**src/rtl/char_feeder_if.sv**
```systemverilog
// Handshake and status bundle between a host, the character feeder and the
// downstream cipher. The host side drives load/go/clear and the cipher drives
// ready_in. The feeder drives the character stream and the status flags.
interface char_feeder_if;
    logic       load;
    logic [4:0] char_in;
    logic       go;
    logic       clear;
    logic       ready_in;
    logic [4:0] char_out;
    logic       char_valid;
    logic [2:0] char_idx;
    logic [3:0] count;
    logic       busy;
    logic       done;
    logic       err_overflow;
    logic       err_invalid;

    // Host / cipher side
    modport master (
        output load, char_in, go, clear, ready_in,
        input  char_out, char_valid, char_idx, count, busy, done,
               err_overflow, err_invalid
    );

    // Feeder side
    modport slave (
        input  load, char_in, go, clear, ready_in,
        output char_out, char_valid, char_idx, count, busy, done,
               err_overflow, err_invalid
    );
endinterface

```
**src/rtl/char_feeder.sv**
```systemverilog
// Character feeder: collects up to eight 5-bit letter codes (0..25) on load
// edges and, on a go edge, streams them in order to a downstream cipher with
// a valid/ready handshake. The buffer and count survive a stream, so a later
// go replays the same message.
module char_feeder (
    input  logic            clk,
    input  logic            reset,
    char_feeder_if.slave    bus
);

    typedef enum logic [1:0] {
        ST_IDLE   = 2'd0,
        ST_STREAM = 2'd1,
        ST_DONE   = 2'd2
    } state_t;

    state_t     state_q, state_d;
    logic [3:0] count_q, count_d;
    logic [2:0] rd_ptr_q, rd_ptr_d;
    logic       load_prev_q, load_prev_d;
    logic       go_prev_q, go_prev_d;
    logic       err_overflow_q, err_overflow_d;
    logic       err_invalid_q, err_invalid_d;
    logic [4:0] buf_q [8];
    logic [4:0] buf_d [8];

    logic       wr_en;
    logic       load_edge;
    logic       go_edge;
    logic       char_ok;
    logic       is_last;
    logic       valid;

    // Edge detection; the previous-value flops reset to 1 so that a level
    // held high through reset release is not mistaken for a fresh request.
    assign load_edge   = bus.load & ~load_prev_q;
    assign go_edge     = bus.go & ~go_prev_q;
    assign load_prev_d = bus.load;
    assign go_prev_d   = bus.go;

    assign char_ok = (bus.char_in <= 5'd25);
    assign is_last = ({1'b0, rd_ptr_q} == (count_q - 4'd1));

    // Next-state, counters and error pulses
    always_comb begin
        state_d        = state_q;
        count_d        = count_q;
        rd_ptr_d       = rd_ptr_q;
        wr_en          = 1'b0;
        err_overflow_d = 1'b0;
        err_invalid_d  = 1'b0;
        case (state_q)
            ST_IDLE: begin
                if (bus.clear) begin
                    count_d = 4'd0;
                end else if (load_edge) begin
                    // An invalid code is reported even when the buffer is full.
                    if (!char_ok) begin
                        err_invalid_d = 1'b1;
                    end else if (count_q == 4'd8) begin
                        err_overflow_d = 1'b1;
                    end else begin
                        wr_en   = 1'b1;
                        count_d = count_q + 4'd1;
                    end
                end else if (go_edge) begin
                    rd_ptr_d = 3'd0;
                    state_d  = (count_q != 4'd0) ? ST_STREAM : ST_DONE;
                end
            end
            ST_STREAM: begin
                if (bus.clear) begin
                    // Abort: drop the stream without a done pulse.
                    count_d  = 4'd0;
                    rd_ptr_d = 3'd0;
                    state_d  = ST_IDLE;
                end else if (bus.ready_in) begin
                    if (is_last) begin
                        rd_ptr_d = 3'd0;
                        state_d  = ST_DONE;
                    end else begin
                        rd_ptr_d = rd_ptr_q + 3'd1;
                    end
                end
            end
            ST_DONE: begin
                if (bus.clear) begin
                    count_d = 4'd0;
                end
                state_d = ST_IDLE;
            end
            default: begin
                state_d = ST_IDLE;
            end
        endcase
    end

    // Control state registers
    always_ff @(posedge clk or posedge reset) begin
        if (reset) begin
            state_q        <= ST_IDLE;
            count_q        <= 4'd0;
            rd_ptr_q       <= 3'd0;
            load_prev_q    <= 1'b1;
            go_prev_q      <= 1'b1;
            err_overflow_q <= 1'b0;
            err_invalid_q  <= 1'b0;
        end else begin
            state_q        <= state_d;
            count_q        <= count_d;
            rd_ptr_q       <= rd_ptr_d;
            load_prev_q    <= load_prev_d;
            go_prev_q      <= go_prev_d;
            err_overflow_q <= err_overflow_d;
            err_invalid_q  <= err_invalid_d;
        end
    end

    // Character buffer: one register per slot, written at index count.
    generate
        for (genvar gi = 0; gi < 8; gi++) begin : g_buf
            // Slot write select
            always_comb begin
                buf_d[gi] = buf_q[gi];
                if (wr_en && (count_q[2:0] == 3'(gi))) begin
                    buf_d[gi] = bus.char_in;
                end
            end

            // Slot register, cleared on reset
            always_ff @(posedge clk or posedge reset) begin
                if (reset) begin
                    buf_q[gi] <= 5'd0;
                end else begin
                    buf_q[gi] <= buf_d[gi];
                end
            end
        end
    endgenerate

    // Outputs decode directly from registered state, so reset forces them
    // low immediately and data/index read as zero whenever nothing is valid.
    assign valid            = (state_q == ST_STREAM);
    assign bus.char_valid   = valid;
    assign bus.char_out     = valid ? buf_q[rd_ptr_q] : 5'd0;
    assign bus.char_idx     = valid ? rd_ptr_q : 3'd0;
    assign bus.count        = count_q;
    assign bus.busy         = valid;
    assign bus.done         = (state_q == ST_DONE);
    assign bus.err_overflow = err_overflow_q;
    assign bus.err_invalid  = err_invalid_q;

endmodule

```
**src/flat_wrapper.sv**
```systemverilog
// flat-port wrapper written by rule: the top's interface ports become plain ports
module char_feeder_flat 
  (clk, reset, bus_load, bus_char_in, bus_go, bus_clear, bus_ready_in, bus_char_out, bus_char_valid, bus_char_idx, bus_count, bus_busy, bus_done, bus_err_overflow, bus_err_invalid);
  char_feeder_if bus_i ();
  input  logic clk;
  input  logic reset;
  input wire logic [$bits(bus_i.load)-1:0] bus_load;
  input wire logic [$bits(bus_i.char_in)-1:0] bus_char_in;
  input wire logic [$bits(bus_i.go)-1:0] bus_go;
  input wire logic [$bits(bus_i.clear)-1:0] bus_clear;
  input wire logic [$bits(bus_i.ready_in)-1:0] bus_ready_in;
  output wire logic [$bits(bus_i.char_out)-1:0] bus_char_out;
  output wire logic [$bits(bus_i.char_valid)-1:0] bus_char_valid;
  output wire logic [$bits(bus_i.char_idx)-1:0] bus_char_idx;
  output wire logic [$bits(bus_i.count)-1:0] bus_count;
  output wire logic [$bits(bus_i.busy)-1:0] bus_busy;
  output wire logic [$bits(bus_i.done)-1:0] bus_done;
  output wire logic [$bits(bus_i.err_overflow)-1:0] bus_err_overflow;
  output wire logic [$bits(bus_i.err_invalid)-1:0] bus_err_invalid;
  assign bus_i.load = bus_load;
  assign bus_i.char_in = bus_char_in;
  assign bus_i.go = bus_go;
  assign bus_i.clear = bus_clear;
  assign bus_i.ready_in = bus_ready_in;
  assign bus_char_out = bus_i.char_out;
  assign bus_char_valid = bus_i.char_valid;
  assign bus_char_idx = bus_i.char_idx;
  assign bus_count = bus_i.count;
  assign bus_busy = bus_i.busy;
  assign bus_done = bus_i.done;
  assign bus_err_overflow = bus_i.err_overflow;
  assign bus_err_invalid = bus_i.err_invalid;
  char_feeder u_core (.clk(clk), .reset(reset), .bus(bus_i));
endmodule
```
**config.mk**
```make
export PLATFORM = sky130hd
export DESIGN_NAME = char_feeder_flat
export DESIGN_NICKNAME = d
export VERILOG_FILES = /design/src/rtl/char_feeder_if.sv /design/src/rtl/char_feeder.sv /design/src/flat_wrapper.sv
export SDC_FILE = /design/constraint.sdc
export NUM_CORES = 1
export LEC_CHECK = 0
export ABC_AREA = 0
export CAP_MARGIN = 30
export CORE_MARGIN = 2
export CORE_UTILIZATION = 68
export DETAILED_ROUTE_END_ITERATION = 10
export DONT_BUFFER_PORTS = 1
export PLACE_DENSITY_LB_ADDON = 0.15
export SLEW_MARGIN = 10
export SYNTH_ARGS = -nofsm -noshare
export SYNTH_HDL_FRONTEND = slang
export SYNTH_SLANG_ARGS = --single-unit
```
**constraint.sdc**
```tcl
create_clock -name clk -period 4 [get_ports clk]
set_input_delay 0.6 -clock clk [delete_from_list [all_inputs] [get_ports clk]]
set_output_delay 0.6 -clock clk [all_outputs]
set_load 0.02 [all_outputs]
```
==> out/qor.yml, run 1 <==
utilization: 0.729
cts_buffers: 5
viasPerCell: 6.46
peakVddDrop_mv: 0.287
seq_power_share: 0.492
wl_mm: 5.69
clk_path_buf_depth: 2
cts.htree.levels: 2
p_leak_nw: 1.40
vias: 1667
n_antenna_cell: 0
io_buffer_count: 0
synth_area_leaders: "dfrtp_1 (45%), mux2_1 (12%), mux4_2 (7.2%)"
wl_per_cell_microns: 22.1
relSlewSlack: 0.444
setup_tns_ns: 0
nets: 231
hold_ws_ns: 0.197
internal_power_w: 0.000930
syn_avg_cell_area_sq_um: 13.4
yosysTopAreaCellShare: 0.455
synth-seq-cells: 53
synthSimpleGateAreaFrac: 0.0999
cts.sinks: 53
cp_data_required_time_ns: 3.40
grt_pass1_vias: 1763
path_max_fanout: 15
ctsHoldBuffers: 0
path_clk_slew_ns: 0.10
min_path_type: "primary input to asynchronous set/reset pin"
yosysTopAreaCell: "dfrtp_1"
drv_cap: 0
syn_nets: 233
grt_overflow_total: 0
core_sq_um: 4000
stdcell_count: 258
end_kind: "output pin"
pwr-share-comb: 0.285
switching_power_w: 0.000439
start_kind: "register"
rows: 23
tritoncts: "built"
ant_nets: 0
insertion_delay_ns: 0.31
die_w_microns: 68.2
dp_cells: 251
place.gp.congestion: 0.780
status: "complete, no violations"
syn_to_final_growth_pct: 3.88
max_freq_ghz: 0.376
synth_fa_ha_area_frac: 0.0535
firstDrtPassIters: 4
tightest_slew_ns: 0.834
syn_inst: 210
ctsResizeCount: 0
dieHeight_microns: 68.2
dr.first_iter.drc_count: 89
synth_mux_area_frac: 0.271
grt_pass1_wl_mm: 9.07
syn_area_sq_um: 2810
rsz0062_at_grt: "no"
yosysUniqueCellTypes: 44
synthXorXnorAreaFrac: 0.00936
drc: 0
cp_slowest_cell: "dfrtp_1"
seq_area_frac_synth: 0.473
ys_warn_count: 0
min_period_ns: 2.66
dpl.hpwl_mm: 4.05
clkPwrFrac: 0.223
cts_root_buffer: "clkbuf_8"
crit_buf_inv: 0
synth_compound_area_frac: 0.0566
cp.arrival_ns: 2.06
dieArea_sq_um: 4660
synth_top_family_by_area: "multiplexers"
critPathKind: "register to output pin"
fin_total_pwr_w: 0.00137
finalClockSkew_ns: 0.0119
drv_slew: 0
p_sw_frac: 0.321
path_delay_family: "flip-flops"
powerDensity_nw_per_um2: 470
setup_viol_count_final: 0
critPathMaxStageDelay_ns: 0.84
drive_above_1_share: 0.207
grtUsageTotal: 0.279
boundaryPins: 28
cp_cell_sequence: "mux4_2 > mux2i_1 > nor2b_1"
timing_hold_violations_final: 0
start_util: 0.702
grt_max_degree: 32
antenna_found_initial: 0
fin_crit_sh: 0.665
post_cts_buffers: 0
-- worst register-to-register path, cell delays in order (launching register included) --
cell and delay, ns:
dfrtp_1 0.41, inv_1 0.11, ha_1 0.71, nand2b_1 0.24, o221ai_1 0.46, nor3_1 0.10, a22o_1 0.24
-- metal layers --
metal	vias to the layer above	global-route usage	part of all wire	wire length (microns)
li1	754	-	-	-
met1	862	0.358	0.43	2450
met2	40	0.466	0.51	2920
met3	11	0.0625	0.040	225
met4	0	0.100	0.017	98
met5	-	0	0	0
-- sequential cells by signal, summed over array words and instances (netlist names) --
name / cells
u_core.go_prev_q: 1
u_core.buf_q: 40
u_core.load_prev_q: 1
u_core.bus.err_overflow: 1
u_core.rd_ptr_q: 3
u_core.bus.err_invalid: 1
u_core.bus.count: 4
u_core.state_q: 2
-- final timing paths --
kind | start | to | slack (ns) | cells past startpoint
worst max-delay path | u_core.rd_ptr_q[0] | bus_char_out[2] | 1.34 | 3
worst min-delay path | reset | u_core.rd_ptr_q[2] | 0.20 | 1
worst max register to register | u_core.state_q[1] | u_core.rd_ptr_q[2] | 1.63 | 6
worst min register to register | u_core.buf_q[27] | u_core.buf_q[27] | 0.50 | 1
max in group asynchronous | reset | u_core.buf_q[20] | 3.26 | 2
min in group clk | bus_go | u_core.go_prev_q | 0.28 | 0
-- stage by stage --
stage               instance area (sq um)  worst slack (ns)
floorplan                            2810              1.94
global placement                     2810              1.69
detailed placement                   2830              1.66
CTS                                  2920              1.28
global route                         2920              1.15
finish                               2920              1.34
-- power by group through the flow --
stage          Clock [W]  Sequential, W  Combinational [W]
2_1_floorplan          0       0.000655           0.000342
3_3_place_gp           0       0.000676           0.000370
3_5_place_dp           0       0.000685           0.000386
4_1_cts         0.000308       0.000674           0.000389
5_1_grt         0.000333       0.000685           0.000425
6_report        0.000306       0.000673           0.000390
-- final cells by class --
type | instances | area (sq um)
well taps | 50 | 62.6
multi-input cells | 136 | 1380
fillers | 271 | 1080
flip-flops and latches | 53 | 1330
clock buffers | 7 | 86.3
inverters | 11 | 41.3
repair buffers | 1 | 20.0
-- kinds of logic (layout without fill, tap and decap cells) --
group	count (synthesis)	in the layout
adders and majority gates	12	12
xor gates and xnor gates	3	3
DFF	53	53
muxes	58	58
and+or+nand+nor	43	43
buffers and inverters	21	19
AOI/OAI and AO/OA	20	20
-- Yosys cell counts, drive strengths merged --
master and count:
nand3b 1, o41ai 1, and3 3, nand4b 1
nand2 7, mux4 10, nand4 3, nand3 7
a211oi 1, a41oi 1, mux2 41, nor3 2
ha 12, o211a 1, dfrtp 51, mux2i 7
or2 1, and2 3, nand2b 2, or3 1
buf 9, a21o 2, o31a 1, nor2 2
o211ai 1, dfstp 2, xor2 3, clkbuf 1
o221ai 1, nor2b 7, nor3b 3, inv 11
o21ai 4, a21oi 4, a22o 3
-- placed cells by master, fill, tap and decap left out, drive strengths merged, types with 4 or more instances in the layout --
master   n
mux4    10
a21oi    4
ha      12
mux2    41
nand3    7
dfrtp   51
o21ai    4
nor2b    7
clkbuf   7
nand2    7
mux2i    7
inv     11
Power figures use the tool's default switching activity.
==> inputs of run 2 (changes only) <==
--- a/config.mk
+++ b/config.mk
@@ -5,10 +5,10 @@
 export SDC_FILE = /design/constraint.sdc
 export NUM_CORES = 1
 export LEC_CHECK = 0
-export ABC_AREA = 0
+export ABC_AREA = 1
 export CAP_MARGIN = 30
 export CORE_MARGIN = 2
-export CORE_UTILIZATION = 68
+export CORE_UTILIZATION = 63
 export DETAILED_ROUTE_END_ITERATION = 10
 export DONT_BUFFER_PORTS = 1
 export PLACE_DENSITY_LB_ADDON = 0.15
==> constraint.sdc (replaced) <==
create_clock -name clk -period 2.45 [get_ports clk]
set_input_delay 0.3675 -clock clk [delete_from_list [all_inputs] [get_ports clk]]
set_output_delay 0.3675 -clock clk [all_outputs]
set_load 0.02 [all_outputs]
==> run 2 against run 1 <==
  * Final cell count rose by 60%
  * Via count is 42% higher
  * Core utilization down 4.0 points
  * Combinational power rose to 3.0 times the previous value
  * Wire length up 6.5%
  * Area after synthesis up 0.36%
  * Die area rose by 7.8%
  * Clock skew decreased by 0.0066 ns
  * Non-clock buffer count rose by 9
  * Sequential power grew 74%
  * Worst setup slack got worse by 1.2 ns
  * Clock-buffer cell count unchanged
==> out/qor.yml, run 2 <==
peakVddDrop_mv: 0.589
status: "complete, no violations"
fin_total_pwr_w: 0.00284
path_clk_slew_ns: 0.08
finalClockSkew_ns: 0.00528
antenna_found_initial: 0
n_antenna_cell: 0
relSlewSlack: 0.466
seq_area_frac_synth: 0.472
synth_most_common_cell: "nand2_1"
rsz0062_at_grt: "no"
grt_overflow_total: 0
synth_edf_count: 0
grt_max_degree: 25
syn_nets: 380
die_w_microns: 70.9
clkPwrFrac: 0.171
fin_crit_sh: 0.937
syn_to_final_growth_pct: 5.73
io_buffer_count: 0
timing_hold_violations_final: 0
wl_per_cell_microns: 14.6
grtUsageTotal: 0.268
clk_path_buf_depth: 2
internal_power_w: 0.00169
yosysTopAreaCellShare: 0.453
worst_r2r_path_depth: 11
seq_power_share: 0.413
cts.htree.levels: 2
vias: 2359
yosysUniqueCellTypes: 27
cp.arrival_ns: 1.93
path_max_fanout: 17
cts.sinks: 53
wl_mm: 6.06
drv_slew: 0
ctsResizeCount: 0
ant_nets: 0
grt_pass1_vias: 2342
setup_viol_count_final: 0
p_sw_frac: 0.406
insertion_delay_ns: 0.31
synth-seq-cells: 53
ys.flop_type: "dfrtp_1"
synth_area_leaders: "dfrtp_1 (45%), nand2_1 (15%), o21ai_0 (7.3%)"
place.gp.congestion: 0.880
ys_warn_count: 0
dpl.hpwl_mm: 4.44
async_flop_share: 1.00
setup_tns_ns: 0
core_sq_um: 4320
start_util: 0.651
synthTopCellsByCount: "nand2_1 (111), dfrtp_1 (51), o21ai_0 (41)"
boundaryPins: 28
critPathKind: "register to output pin"
pwr-share-comb: 0.416
syn_inst: 357
drc: 0
min_path_type: "primary input to register"
drv_cap: 0
syn_area_sq_um: 2820
yosysTopAreaCell: "dfrtp_1"
grt_pass1_wl_mm: 10.6
cp_data_required_time_ns: 2.08
powerDensity_nw_per_um2: 953
start_kind: "register"
max_freq_ghz: 0.436
tightest_slew_ns: 0.801
most-common-layout-cells: "nand2_1 (111), dfrtp_1 (51), o21ai_0 (41)"
largest_reg_flops: 40
firstDrtPassIters: 4
utilization: 0.689
tritoncts: "built"
min_period_ns: 2.30
hold_depth: 0
end_kind: "output pin"
switching_power_w: 0.00115
dieArea_sq_um: 5020
nets: 385
viasPerCell: 5.70
dr.first_iter.drc_count: 142
cts_root_buffer: "clkbuf_8"
dieHeight_microns: 70.9
drive_above_1_share: 0.0691
regMostFlops: "u_core.buf_q"
syn_avg_cell_area_sq_um: 7.89
cts_buffers: 5
layout_commonest_cell: "nand2_1"
rows: 24
p_leak_nw: 1.56
-- run 2: worst paths after layout --
path | slack [ns] | endpoint | from
setup / recovery | 0.15 | bus_char_out[0] | u_core.rd_ptr_q[0]
hold / removal | 0.05 | u_core.go_prev_q | bus_go
setup reg to reg | 0.30 | u_core.buf_q[17] | u_core.state_q[0]
hold reg to reg | 0.48 | u_core.buf_q[13] | u_core.buf_q[13]
max in group asynchronous | 1.42 | u_core.buf_q[17] | reset
min in group asynchronous | 0.46 | u_core.bus.err_overflow | reset
-- run 2: stage by stage --
step                      setup slack, ns  hold WS, ns  cell area (sq um)  instances
after floorplan                     0.492        0.372               2820        357
after global placement              0.458        0.228               2880        406
after detailed placement            0.332        0.231               2880        406
after CTS                           0.135       0.0453               2980        414
after global routing               0.0137       0.0332               2980        414
final                               0.154       0.0527               2980        414
-- run 2: critical path, cell delays in order, from the launching register on --
cell and delay [ns]:
dfrtp_1 0.47, clkinv_1 0.49, nor2_1 0.26, o32ai_1 0.14
nand2_1 0.10, nand2_1 0.16
-- run 2: area by class of cell --
cell class	count	area [sq um]
fill	378	1350
multi-input combinational	262	1310
timing repair buffer	10	77.6
clock buffer	7	86.3
inverter	30	113
sequential	53	1330
tap	52	65.1
-- run 2: power by group through the flow --
stage | Combinational [W] | Clock (W) | Sequential [W]
5_1_grt | 0.00135 | 0.000538 | 0.00119
4_1_cts | 0.00119 | 0.000499 | 0.00117
2_1_floorplan | 0.000906 | 0 | 0.00118
3_5_place_dp | 0.00118 | 0 | 0.00118
3_3_place_gp | 0.00115 | 0 | 0.00118
6_report | 0.00118 | 0.000484 | 0.00117
-- run 2: layer usage --
| metal | up-vias | track usage | wire [microns] |
|---|---|---|---|
| met5 | - | 0 | 0 |
| met4 | 0 | 0.103 | 144 |
| met3 | 16 | 0.0484 | 213 |
| met2 | 51 | 0.451 | 2990 |
| met1 | 1120 | 0.349 | 2710 |
| li1 | 1172 | - | - |
-- run 2: timing repair --
| item | CTS | global route |
|---|---|---|
| endpoints found under the hold margin | 12 | 0 |
| setup buffers | 0 | 0 |
| hold buffers | 1 | 0 |
| setup endpoints to repair | 0 | 0 |
-- run 2: cell families after synthesis --
group	Yosys count	share of synthesized area
adder cells (fa/ha/maj)	12	0.0533
AO/OA/AOI/OAI	55	0.107
XOR/XNOR	1	0.00311
flip-flops	53	0.472
AND/OR/NAND/NOR	189	0.283
multiplexers	5	0.0178
buffers and inverters	42	0.0640
